`src/rtl/fetch_unit_if.sv`:
```
// Fetch-stage bus: the PC handshake, the instruction-memory read port and the
// decode-side fetch buffer head, bundled so the fetch unit and its neighbours
// connect through one port.
interface fetch_unit_if #(
  parameter int ADDR_W = 9,
  parameter int DATA_W = 32
) ();

  // PC side
  logic [ADDR_W-1:0] pc_addr;
  logic              redirect;
  logic              pc_hold;

  // instruction memory read port
  logic              imem_req;
  logic [ADDR_W-1:0] imem_addr;
  logic              imem_ack;
  logic [DATA_W-1:0] imem_rdata;

  // decode side
  logic              if_valid;
  logic [DATA_W-1:0] if_instr;
  logic [ADDR_W-1:0] if_pc;
  logic              id_ready;

  // Fetch unit view
  modport master (
    input  pc_addr, redirect, imem_ack, imem_rdata, id_ready,
    output pc_hold, imem_req, imem_addr, if_valid, if_instr, if_pc
  );

  // Surrounding PC / memory / decode view
  modport slave (
    output pc_addr, redirect, imem_ack, imem_rdata, id_ready,
    input  pc_hold, imem_req, imem_addr, if_valid, if_instr, if_pc
  );

endinterface

```
`src/rtl/fetch_unit.sv`:
```
// Instruction fetch stage. Captures the PC, keeps at most one read outstanding
// to instruction memory, and queues each returned word with its address in a
// DEPTH-entry buffer whose head is presented to decode from registers.
// A redirect flushes the buffer and turns an in-flight read into a discard.
module fetch_unit #(
  parameter int ADDR_W = 9,
  parameter int DATA_W = 32,
  parameter int DEPTH  = 2
) (
  input  logic          clk,
  input  logic          reset,
  fetch_unit_if.master  bus
);

  localparam int PTR_W = (DEPTH > 1) ? $clog2(DEPTH) : 1;
  localparam int CNT_W = $clog2(DEPTH + 1);
  localparam logic [CNT_W-1:0] DEPTH_C  = CNT_W'(DEPTH);
  localparam logic [PTR_W-1:0] LAST_PTR = PTR_W'(DEPTH - 1);

  typedef enum logic [1:0] {
    S_IDLE = 2'd0,   // nothing outstanding
    S_WAIT = 2'd1,   // read outstanding, result will be queued
    S_DROP = 2'd2    // read outstanding, result will be discarded
  } state_t;

  state_t            state_q, state_d;
  logic [CNT_W-1:0]  count_q, count_d;
  logic [PTR_W-1:0]  rd_ptr_q, rd_ptr_d;
  logic [PTR_W-1:0]  wr_ptr_q, wr_ptr_d;
  logic [ADDR_W-1:0] req_addr_q, req_addr_d;
  logic              req_q, req_d;
  logic              if_valid_q, if_valid_d;
  logic [DATA_W-1:0] if_instr_q, if_instr_d;
  logic [ADDR_W-1:0] if_pc_q, if_pc_d;
  logic [DATA_W-1:0] mem_instr_q [DEPTH];
  logic [DATA_W-1:0] mem_instr_d [DEPTH];
  logic [ADDR_W-1:0] mem_pc_q [DEPTH];
  logic [ADDR_W-1:0] mem_pc_d [DEPTH];

  logic              pop;
  logic              push;
  logic              launch;
  logic [CNT_W-1:0]  cnt_after_pop;
  logic [CNT_W-1:0]  cnt_nx;

  // Pointer advance with wrap at DEPTH (DEPTH need not be a power of two)
  function automatic logic [PTR_W-1:0] ptr_inc(input logic [PTR_W-1:0] p);
    logic [PTR_W-1:0] r;
    if (p == LAST_PTR) begin
      r = '0;
    end else begin
      r = p + PTR_W'(1);
    end
    return r;
  endfunction

  // Handshake decode: pop/push, next occupancy and whether a new fetch launches
  always_comb begin
    pop           = if_valid_q & bus.id_ready;
    push          = (state_q == S_WAIT) & bus.imem_ack & ~bus.redirect;
    cnt_after_pop = count_q - CNT_W'(pop);
    if (bus.redirect) begin
      cnt_nx = '0;
    end else begin
      cnt_nx = cnt_after_pop + CNT_W'(push);
    end
    // A pop in this cycle already frees its slot for the launch decision.
    launch = ~bus.redirect & (cnt_nx < DEPTH_C) &
             ((state_q == S_IDLE) | ((state_q == S_WAIT) & bus.imem_ack));
  end

  // Request FSM: next state, request flag and captured request address
  always_comb begin
    state_d    = state_q;
    req_addr_d = req_addr_q;
    case (state_q)
      S_IDLE: begin
        if (launch) begin
          state_d = S_WAIT;
        end else begin
          state_d = S_IDLE;
        end
      end
      S_WAIT: begin
        if (bus.imem_ack) begin
          // A simultaneous redirect blocks launch, so the word is dropped here.
          state_d = launch ? S_WAIT : S_IDLE;
        end else if (bus.redirect) begin
          state_d = S_DROP;
        end else begin
          state_d = S_WAIT;
        end
      end
      S_DROP: begin
        if (bus.imem_ack) begin
          state_d = S_IDLE;
        end else begin
          state_d = S_DROP;
        end
      end
      default: begin
        state_d = S_IDLE;
      end
    endcase
    if (launch) begin
      req_addr_d = bus.pc_addr;
    end else begin
      req_addr_d = req_addr_q;
    end
    req_d = (state_d != S_IDLE);
  end

  // Fetch buffer storage, pointers, count and registered head
  always_comb begin
    mem_instr_d = mem_instr_q;
    mem_pc_d    = mem_pc_q;
    rd_ptr_d    = rd_ptr_q;
    wr_ptr_d    = wr_ptr_q;
    count_d     = cnt_nx;
    if_valid_d  = (cnt_nx != '0);
    if_instr_d  = if_instr_q;
    if_pc_d     = if_pc_q;
    if (bus.redirect) begin
      rd_ptr_d = '0;
      wr_ptr_d = '0;
    end else begin
      if (pop) begin
        rd_ptr_d = ptr_inc(rd_ptr_q);
      end else begin
        rd_ptr_d = rd_ptr_q;
      end
      if (push) begin
        mem_instr_d[wr_ptr_q] = bus.imem_rdata;
        mem_pc_d[wr_ptr_q]    = req_addr_q;
        wr_ptr_d              = ptr_inc(wr_ptr_q);
      end else begin
        wr_ptr_d = wr_ptr_q;
      end
      // The head slot is being written when the buffer empties this cycle,
      // so forward the returning word straight into the head registers.
      if (push && (cnt_after_pop == '0)) begin
        if_instr_d = bus.imem_rdata;
        if_pc_d    = req_addr_q;
      end else if (cnt_after_pop != '0) begin
        if_instr_d = mem_instr_q[rd_ptr_d];
        if_pc_d    = mem_pc_q[rd_ptr_d];
      end else begin
        if_instr_d = if_instr_q;
        if_pc_d    = if_pc_q;
      end
    end
  end

  // State registers; reset abandons any outstanding read immediately
  always_ff @(posedge clk or negedge reset) begin
    if (!reset) begin
      state_q    <= S_IDLE;
      count_q    <= '0;
      rd_ptr_q   <= '0;
      wr_ptr_q   <= '0;
      req_addr_q <= '0;
      req_q      <= 1'b0;
      if_valid_q <= 1'b0;
      if_instr_q <= '0;
      if_pc_q    <= '0;
      for (int i = 0; i < DEPTH; i++) begin
        mem_instr_q[i] <= '0;
        mem_pc_q[i]    <= '0;
      end
    end else begin
      state_q     <= state_d;
      count_q     <= count_d;
      rd_ptr_q    <= rd_ptr_d;
      wr_ptr_q    <= wr_ptr_d;
      req_addr_q  <= req_addr_d;
      req_q       <= req_d;
      if_valid_q  <= if_valid_d;
      if_instr_q  <= if_instr_d;
      if_pc_q     <= if_pc_d;
      mem_instr_q <= mem_instr_d;
      mem_pc_q    <= mem_pc_d;
    end
  end

  assign bus.pc_hold   = ~launch;
  assign bus.imem_req  = req_q;
  assign bus.imem_addr = req_addr_q;
  assign bus.if_valid  = if_valid_q;
  assign bus.if_instr  = if_instr_q;
  assign bus.if_pc     = if_pc_q;

endmodule

```
`src/flat_wrapper.sv`:
```
// flat-port wrapper written by rule: the top's interface ports become plain ports
module fetch_unit_flat 
#(
  parameter int ADDR_W = 9,
  parameter int DATA_W = 32,
  parameter int DEPTH  = 2
)
  (clk, reset, bus_pc_addr, bus_redirect, bus_imem_ack, bus_imem_rdata, bus_id_ready, bus_pc_hold, bus_imem_req, bus_imem_addr, bus_if_valid, bus_if_instr, bus_if_pc);
  fetch_unit_if #(.ADDR_W(ADDR_W), .DATA_W(DATA_W)) bus_i ();
  input  logic clk;
  input  logic reset;
  input wire logic [$bits(bus_i.pc_addr)-1:0] bus_pc_addr;
  input wire logic [$bits(bus_i.redirect)-1:0] bus_redirect;
  input wire logic [$bits(bus_i.imem_ack)-1:0] bus_imem_ack;
  input wire logic [$bits(bus_i.imem_rdata)-1:0] bus_imem_rdata;
  input wire logic [$bits(bus_i.id_ready)-1:0] bus_id_ready;
  output wire logic [$bits(bus_i.pc_hold)-1:0] bus_pc_hold;
  output wire logic [$bits(bus_i.imem_req)-1:0] bus_imem_req;
  output wire logic [$bits(bus_i.imem_addr)-1:0] bus_imem_addr;
  output wire logic [$bits(bus_i.if_valid)-1:0] bus_if_valid;
  output wire logic [$bits(bus_i.if_instr)-1:0] bus_if_instr;
  output wire logic [$bits(bus_i.if_pc)-1:0] bus_if_pc;
  assign bus_i.pc_addr = bus_pc_addr;
  assign bus_i.redirect = bus_redirect;
  assign bus_i.imem_ack = bus_imem_ack;
  assign bus_i.imem_rdata = bus_imem_rdata;
  assign bus_i.id_ready = bus_id_ready;
  assign bus_pc_hold = bus_i.pc_hold;
  assign bus_imem_req = bus_i.imem_req;
  assign bus_imem_addr = bus_i.imem_addr;
  assign bus_if_valid = bus_i.if_valid;
  assign bus_if_instr = bus_i.if_instr;
  assign bus_if_pc = bus_i.if_pc;
  fetch_unit #(.ADDR_W(ADDR_W), .DATA_W(DATA_W), .DEPTH(DEPTH)) u_core (.clk(clk), .reset(reset), .bus(bus_i));
endmodule
```
`config.mk`:
```
export PLATFORM = sky130hd
export DESIGN_NAME = fetch_unit_flat
export DESIGN_NICKNAME = d
export VERILOG_FILES = /design/src/rtl/fetch_unit_if.sv /design/src/rtl/fetch_unit.sv /design/src/flat_wrapper.sv
export SDC_FILE = /design/constraint.sdc
export NUM_CORES = 1
export LEC_CHECK = 0
export BUFFER_PORTS_ARGS = -buffer_cell sky130_fd_sc_hd__buf_2
export CAP_MARGIN = 5
export CELL_PAD_IN_SITES_DETAIL_PLACEMENT = 1
export CELL_PAD_IN_SITES_GLOBAL_PLACEMENT = 2
export CORE_MARGIN = 2
export CORE_UTILIZATION = 35
export DETAILED_ROUTE_END_ITERATION = 8
export PLACE_DENSITY = 0.77
export SYNTH_ARGS = -nofsm -noshare
export SYNTH_HDL_FRONTEND = slang
export SYNTH_SLANG_ARGS = --single-unit
```
`constraint.sdc`:
```
create_clock -name clk -period 4.75 [get_ports clk]
set_input_delay 0.475 -clock clk [delete_from_list [all_inputs] [get_ports clk]]
set_output_delay 0.475 -clock clk [all_outputs]
set_load 0.02 [all_outputs]
```
Word-level counts from Yosys, hierarchy flattened
Cells that the tools add are included.

Register bits after elaboration: 140. Input bits: 46. Output and inout bits: 53. Logic and storage cells: 73.

Add/sub/neg operators: 4. Magnitude comparators: 4. Equal/unequal tests: 2. Muxes and demuxes: 29. Bitwise operators: 10. Reductions and logical operators: 11.

Operator list (count): $mux 32 (6); $bwmux 64 (1); $mux 9 (6); $demux 32 s1 (1); $bwmux 18 (1); $reduce_bool 2->1 (5); $demux 9 s1 (1); $mux 1 (8); $mux 2 (4); $pmux 2 s3 (1); $and 1x1->1 (5); $ge 2x2->1 const B (2); $logic_not 2->1 (2); $not 1->2 (2); $reduce_and 2->1 (2); $add 1x1->1 const B (2); $add 2x1->2 (1); $eq 2x1->1 const B (1); $eq 2x2->1 const B (1); $logic_and 1x1->1 (2); $lt 2x1->1 const B (1); $lt 2x2->1 const B (1); $not 1->1 (2); $sub 2x1->2 (1); $or 1x1->1 (1).

Depth between registers and ports, before layout
Depth after elaboration: 12. Gate-level depth with buffers: 9. Mapped depth without buffers: 7.

Least setup slack after synthesis
No wires, ideal clock.

Path type: input port to output port. From: input bus_redirect. To: output bus_pc_hold. Arrival time: 2.285 ns. Path slack: 1.990 ns. Stages: 9. Cell sequence: nor4bb_1 -> buf_2 -> clkbuf_1 -> ha_1 -> xor2_1 -> xnor2_2 -> nor4b_2 -> buf_6 -> inv_2.

Cells in the longest elaborated chain, start to end: 8.

RTL lines: start: declaration (RTL line flat_wrapper.sv:13) `input wire logic [$bits(bus_i.redirect)-1:0] bus_redirect;`; $not 1->1 (no source line); $and 1x1->1 (RTL line fetch_unit.sv:60) `push = (state_q == S_WAIT) & bus.imem_ack & ~bus.redirect;`; $add 2x1->2 (RTL line fetch_unit.sv:65) `cnt_nx = cnt_after_pop + CNT_W'(push);`; $mux 2 (RTL line fetch_unit.sv:62) `if (bus.redirect) begin`; $lt 2x2->1 (RTL line fetch_unit.sv:68) `launch = ~bus.redirect & (cnt_nx < DEPTH_C) &`; $and 1x1->1 * (2 in series) (RTL line fetch_unit.sv:68); $not 1->1 * (RTL line fetch_unit.sv:185) `assign bus.pc_hold = ~launch;`; end: declaration (RTL line flat_wrapper.sv:17) `output wire logic [$bits(bus_i.pc_hold)-1:0] bus_pc_hold;`.

Every way passes the cells marked *; elsewhere a longest branch is shown, timed or not.

Worst setup path after layout
From: register u_core.state_q[1]. To: output bus_pc_hold.

Cells in the longest elaborated chain, start to end: 9.

RTL lines: start: declaration (RTL line fetch_unit.sv:26) `state_t state_q, state_d;`; start signal: assignment (RTL line fetch_unit.sv:171) `state_q <= state_d;`; $eq 2x1->1 (RTL line fetch_unit.sv:60, fetch_unit.sv:69); $and 1x1->1 (RTL line fetch_unit.sv:60, fetch_unit.sv:69); $and 1x1->1 (RTL line fetch_unit.sv:60); $add 2x1->2 (RTL line fetch_unit.sv:65); $mux 2 (RTL line fetch_unit.sv:62); $lt 2x2->1 (RTL line fetch_unit.sv:68); $and 1x1->1 (RTL line fetch_unit.sv:68); $and 1x1->1 * (RTL line fetch_unit.sv:68); $not 1->1 * (RTL line fetch_unit.sv:185).

Marked as above.

==> summary.md <==
| Metric | Value |
|---|---|
| Synth Area in Compound Gates | 0.1290 |
| Post-route cell area | 7393 um2 |
| Critical path type | flip-flop to output port |
| FF-to-FF End | u_core.bus.imem_addr[6] |
| Status | complete, no violations |
| CTS root buf | clkbuf_16 |
| Final period util | 0.7561 |
| Syn_nets | 513 |
| I/O pin count | 99 |
| Final ANT Viol Nets | 0 |
| PnR Total Power | 5.206 mW |
| Worst EP arrival | 3.12 ns |
| Commonest non-fill, non-tap cell in the layout | dfrtp_1 |
| Clock buffer depth | 2 |
| Distinct cells, synth | 36 |
| Post_cts resized | 0 |
| H-tree Lvls | 4 |
| Layout cell share with drive strength beyond 1 | 0.2729 |
| Largest family of logic cells by synthesized area | multiplexers |
| FP Rows | 48 |
| Setup TNS | 0 ns |
| Fillers | 1810 |
| M1 WL | 7576 um |
| Synth Instances | 466 |
| Routed len/inst | 20.17 um |
| Final setup margin | 1.159 ns |
| Peak Freq | 278.4 MHz |
| RSZ-0062 raised after global routing | false |
| Leakage | 3.430 nW |
| Largest net degree at the start of global routing | 94 |
| CTS Hold Bufs | 0 |
| Seq/Total Area, Yosys | 0.5714 |
| Worst Tran Pin Value | 1.188 ns |
| DRC Markers | 0 |
| Hold WC Path Type | input port to asynchronous set/reset pin |
| First-pass GRT wire length | 25630 um |
| Post-CTS setup buffer count | 0 |
| Vias in the first global route | 4724 |
| Final net count | 603 |
| Global placement routability congestion | 0.7135 |
| Die height | 136.4 um |
| CTS sink cnt | 140 |
| Clk_skew | 0.008107 ns |
| Simple-Gate Fraction of Synth Area | 0.05020 |
| I/O Buffers | 98 |
| Post-Synth Adder-Cell Area | 0.002041 |
| Max Used Layer | met4 |
| TritonRoute pass-1 iters | 4 |
| Clock-pin slew on the worst setup and hold paths | 0.06 ns |
| Crit path cell chain | nor4bb_4 -> buf_4 -> ha_1 -> xor2_1 -> xnor2_2 -> nor4b_4 -> buf_4 -> inv_2 -> buf_2 |
| Post-detailed-route via-to-cell ratio | 5.419 |
| Multi-input logic area | 2457 um2 |
| Flops & latches, synth | 140 |
| Master of the slowest instance on the critical path | buf_4 |
| Synth async-reset ratio | 1.000 |
| Startpoint types | flip-flop |
| Worst Path Max Fanout | 46 |
| Die Footprint | 18590 um2 |
| GRT Residual Overflow | 0 |
| Most frequent cells in the layout | 140 x dfrtp_1, 97 x buf_2, 82 x mux2_1, 24 x a21oi_1, 23 x o32ai_1 |
| Cell Count, Final, Fillers Out | 793 |
| Max Slew Vio Count | 0 |
| Final setup fails | 0 |
| Synth Area in XOR/XNOR | 0.005510 |
| Placed Cells | 762 |
| CTS buffer count | 17 |
| R2r startpoint | u_core.state_q[1] |
| Initial antenna violation count | 0 |
| Most frequent CP cell | buf_4 |
| Final hold violation count | 0 |
| Pwr Density | 704.1 nW/um2 |
| Dpl cell area | 6814 um2 |
| Final HPWL DP | 10080 um |
| Post-synthesis cell area | 6131 um2 |
| Fin crit period | 3.591 ns |
| # diodes | 0 |
| Metal2 WL | 7675 um |
| Worst vdd ir | 0.3048 mV |
| Worst hold slack | 0.1176 ns |
| Metal3 WL | 558 um |
| Starting Density | 0.3557 |
| Synth Flop Type | dfrtp_1 |
| Max cap viols | 0 |
| Final core utilization | 0.4289 |
| Nature of the critical path endpoint | output port |
| CORE AREA | 17240 um2 |
| R2R cell count | 8 |
| Clock Latency Late Sink | 0.42 ns |
| R2R setup slack | 1.81 ns |
| Die Wd | 136.4 um |
| Storage element area | 3503 um2 |
| Yosys warnings | 0 |
| CTS tree | built |
| Vias | 4297 |
| Initial DRC count | 204 |
| Area Overhead vs Synth | 20.59% |
| Req. time, crit path | 4.28 ns |
| Gr usage total | 0.1824 |
| Crit-path max cell delay | 0.56 ns |
| EDFF count, synth | 0 |
| Rel. slew slack | 0.2052 |
| Post-synthesis mux area share | 0.2086 |
| Mean Syn Cell Area | 13.16 um2 |
| Total length of routed wires | 16000 um |
| Pre-CTS setup slack | 1.330 ns |
worst max-delay path by stage:
stage	startpoint	to	slack, ns
2_1_floorplan	bus_redirect	bus_pc_hold	1.99
3_3_place_gp	bus_redirect	bus_pc_hold	1.42
3_5_place_dp	bus_redirect	bus_pc_hold	1.33
4_1_cts	u_core.state_q[1]	bus_pc_hold	1.10
5_1_grt	u_core.state_q[1]	bus_pc_hold	0.93
6_report	u_core.state_q[1]	bus_pc_hold	1.16
critical path: cells and delay by family (launching register included):
family        cells  cell delay (ns)
xor+xnor          2             0.39
fa+ha+maj         1             0.27
buf+inv           4             1.01
flops             1             0.48
simple gates      2             0.53
metal layers:
metal / vias to the layer above / GRT usage
li1: 1926 / -
met5: - / 0
met3: 17 / 0.04139
met4: 0 / 0.05787
met1: 2267 / 0.2444
met2: 87 / 0.2940
cell families after synthesis:
family,Yosys count
simple gates,61
fa+ha+maj,1
buf+inv,38
xor+xnor,3
flops,140
compound gates,110
mux,113
Yosys cell counts, drive strengths merged (2+ instances only):
cell,n,share of area
xor2,2,0.0029
a21oi,24,0.020
nor2b,5,0.0051
nor2,6,0.0041
a21bo,2,0.0033
a21o,19,0.023
buf,24,0.025
nand2,23,0.014
mux2,91,0.17
clkbuf,12,0.0073
mux2i,22,0.036
o32ai,23,0.033
nand3,20,0.016
a32oi,19,0.027
o21ai,19,0.016
dfrtp,140,0.57
nand3b,2,0.0031
area by class of cell:
type | instances | area share
flip-flops and latches | 140 | 0.4739
multi-input cells | 288 | 0.3324
repair buffers | 107 | 0.07632
clock buffers | 24 | 0.06651
well taps | 225 | 0.03808
inverters | 2 | 0.001015
clock inverters | 7 | 0.01185
sequential cells by signal (all words and copies together) (netlist names):
signal,cells
u_core.bus.if_pc,9
u_core.bus.imem_req,1
u_core.mem_pc_q,18
u_core.rd_ptr_q,1
u_core.bus.if_valid,1
u_core.count_q,2
u_core.wr_ptr_q,1
u_core.mem_instr_q,64
u_core.bus.imem_addr,9
u_core.state_q,2
u_core.bus.if_instr,32
where the power goes:
group          total, mW  switching [mW]  internal [mW]
sequential          2.09           0.344           1.74
combinational       1.82            1.04          0.779
clock               1.30           0.481          0.822
total               5.21            1.86           3.34
(Power assumes the default switching activity.)
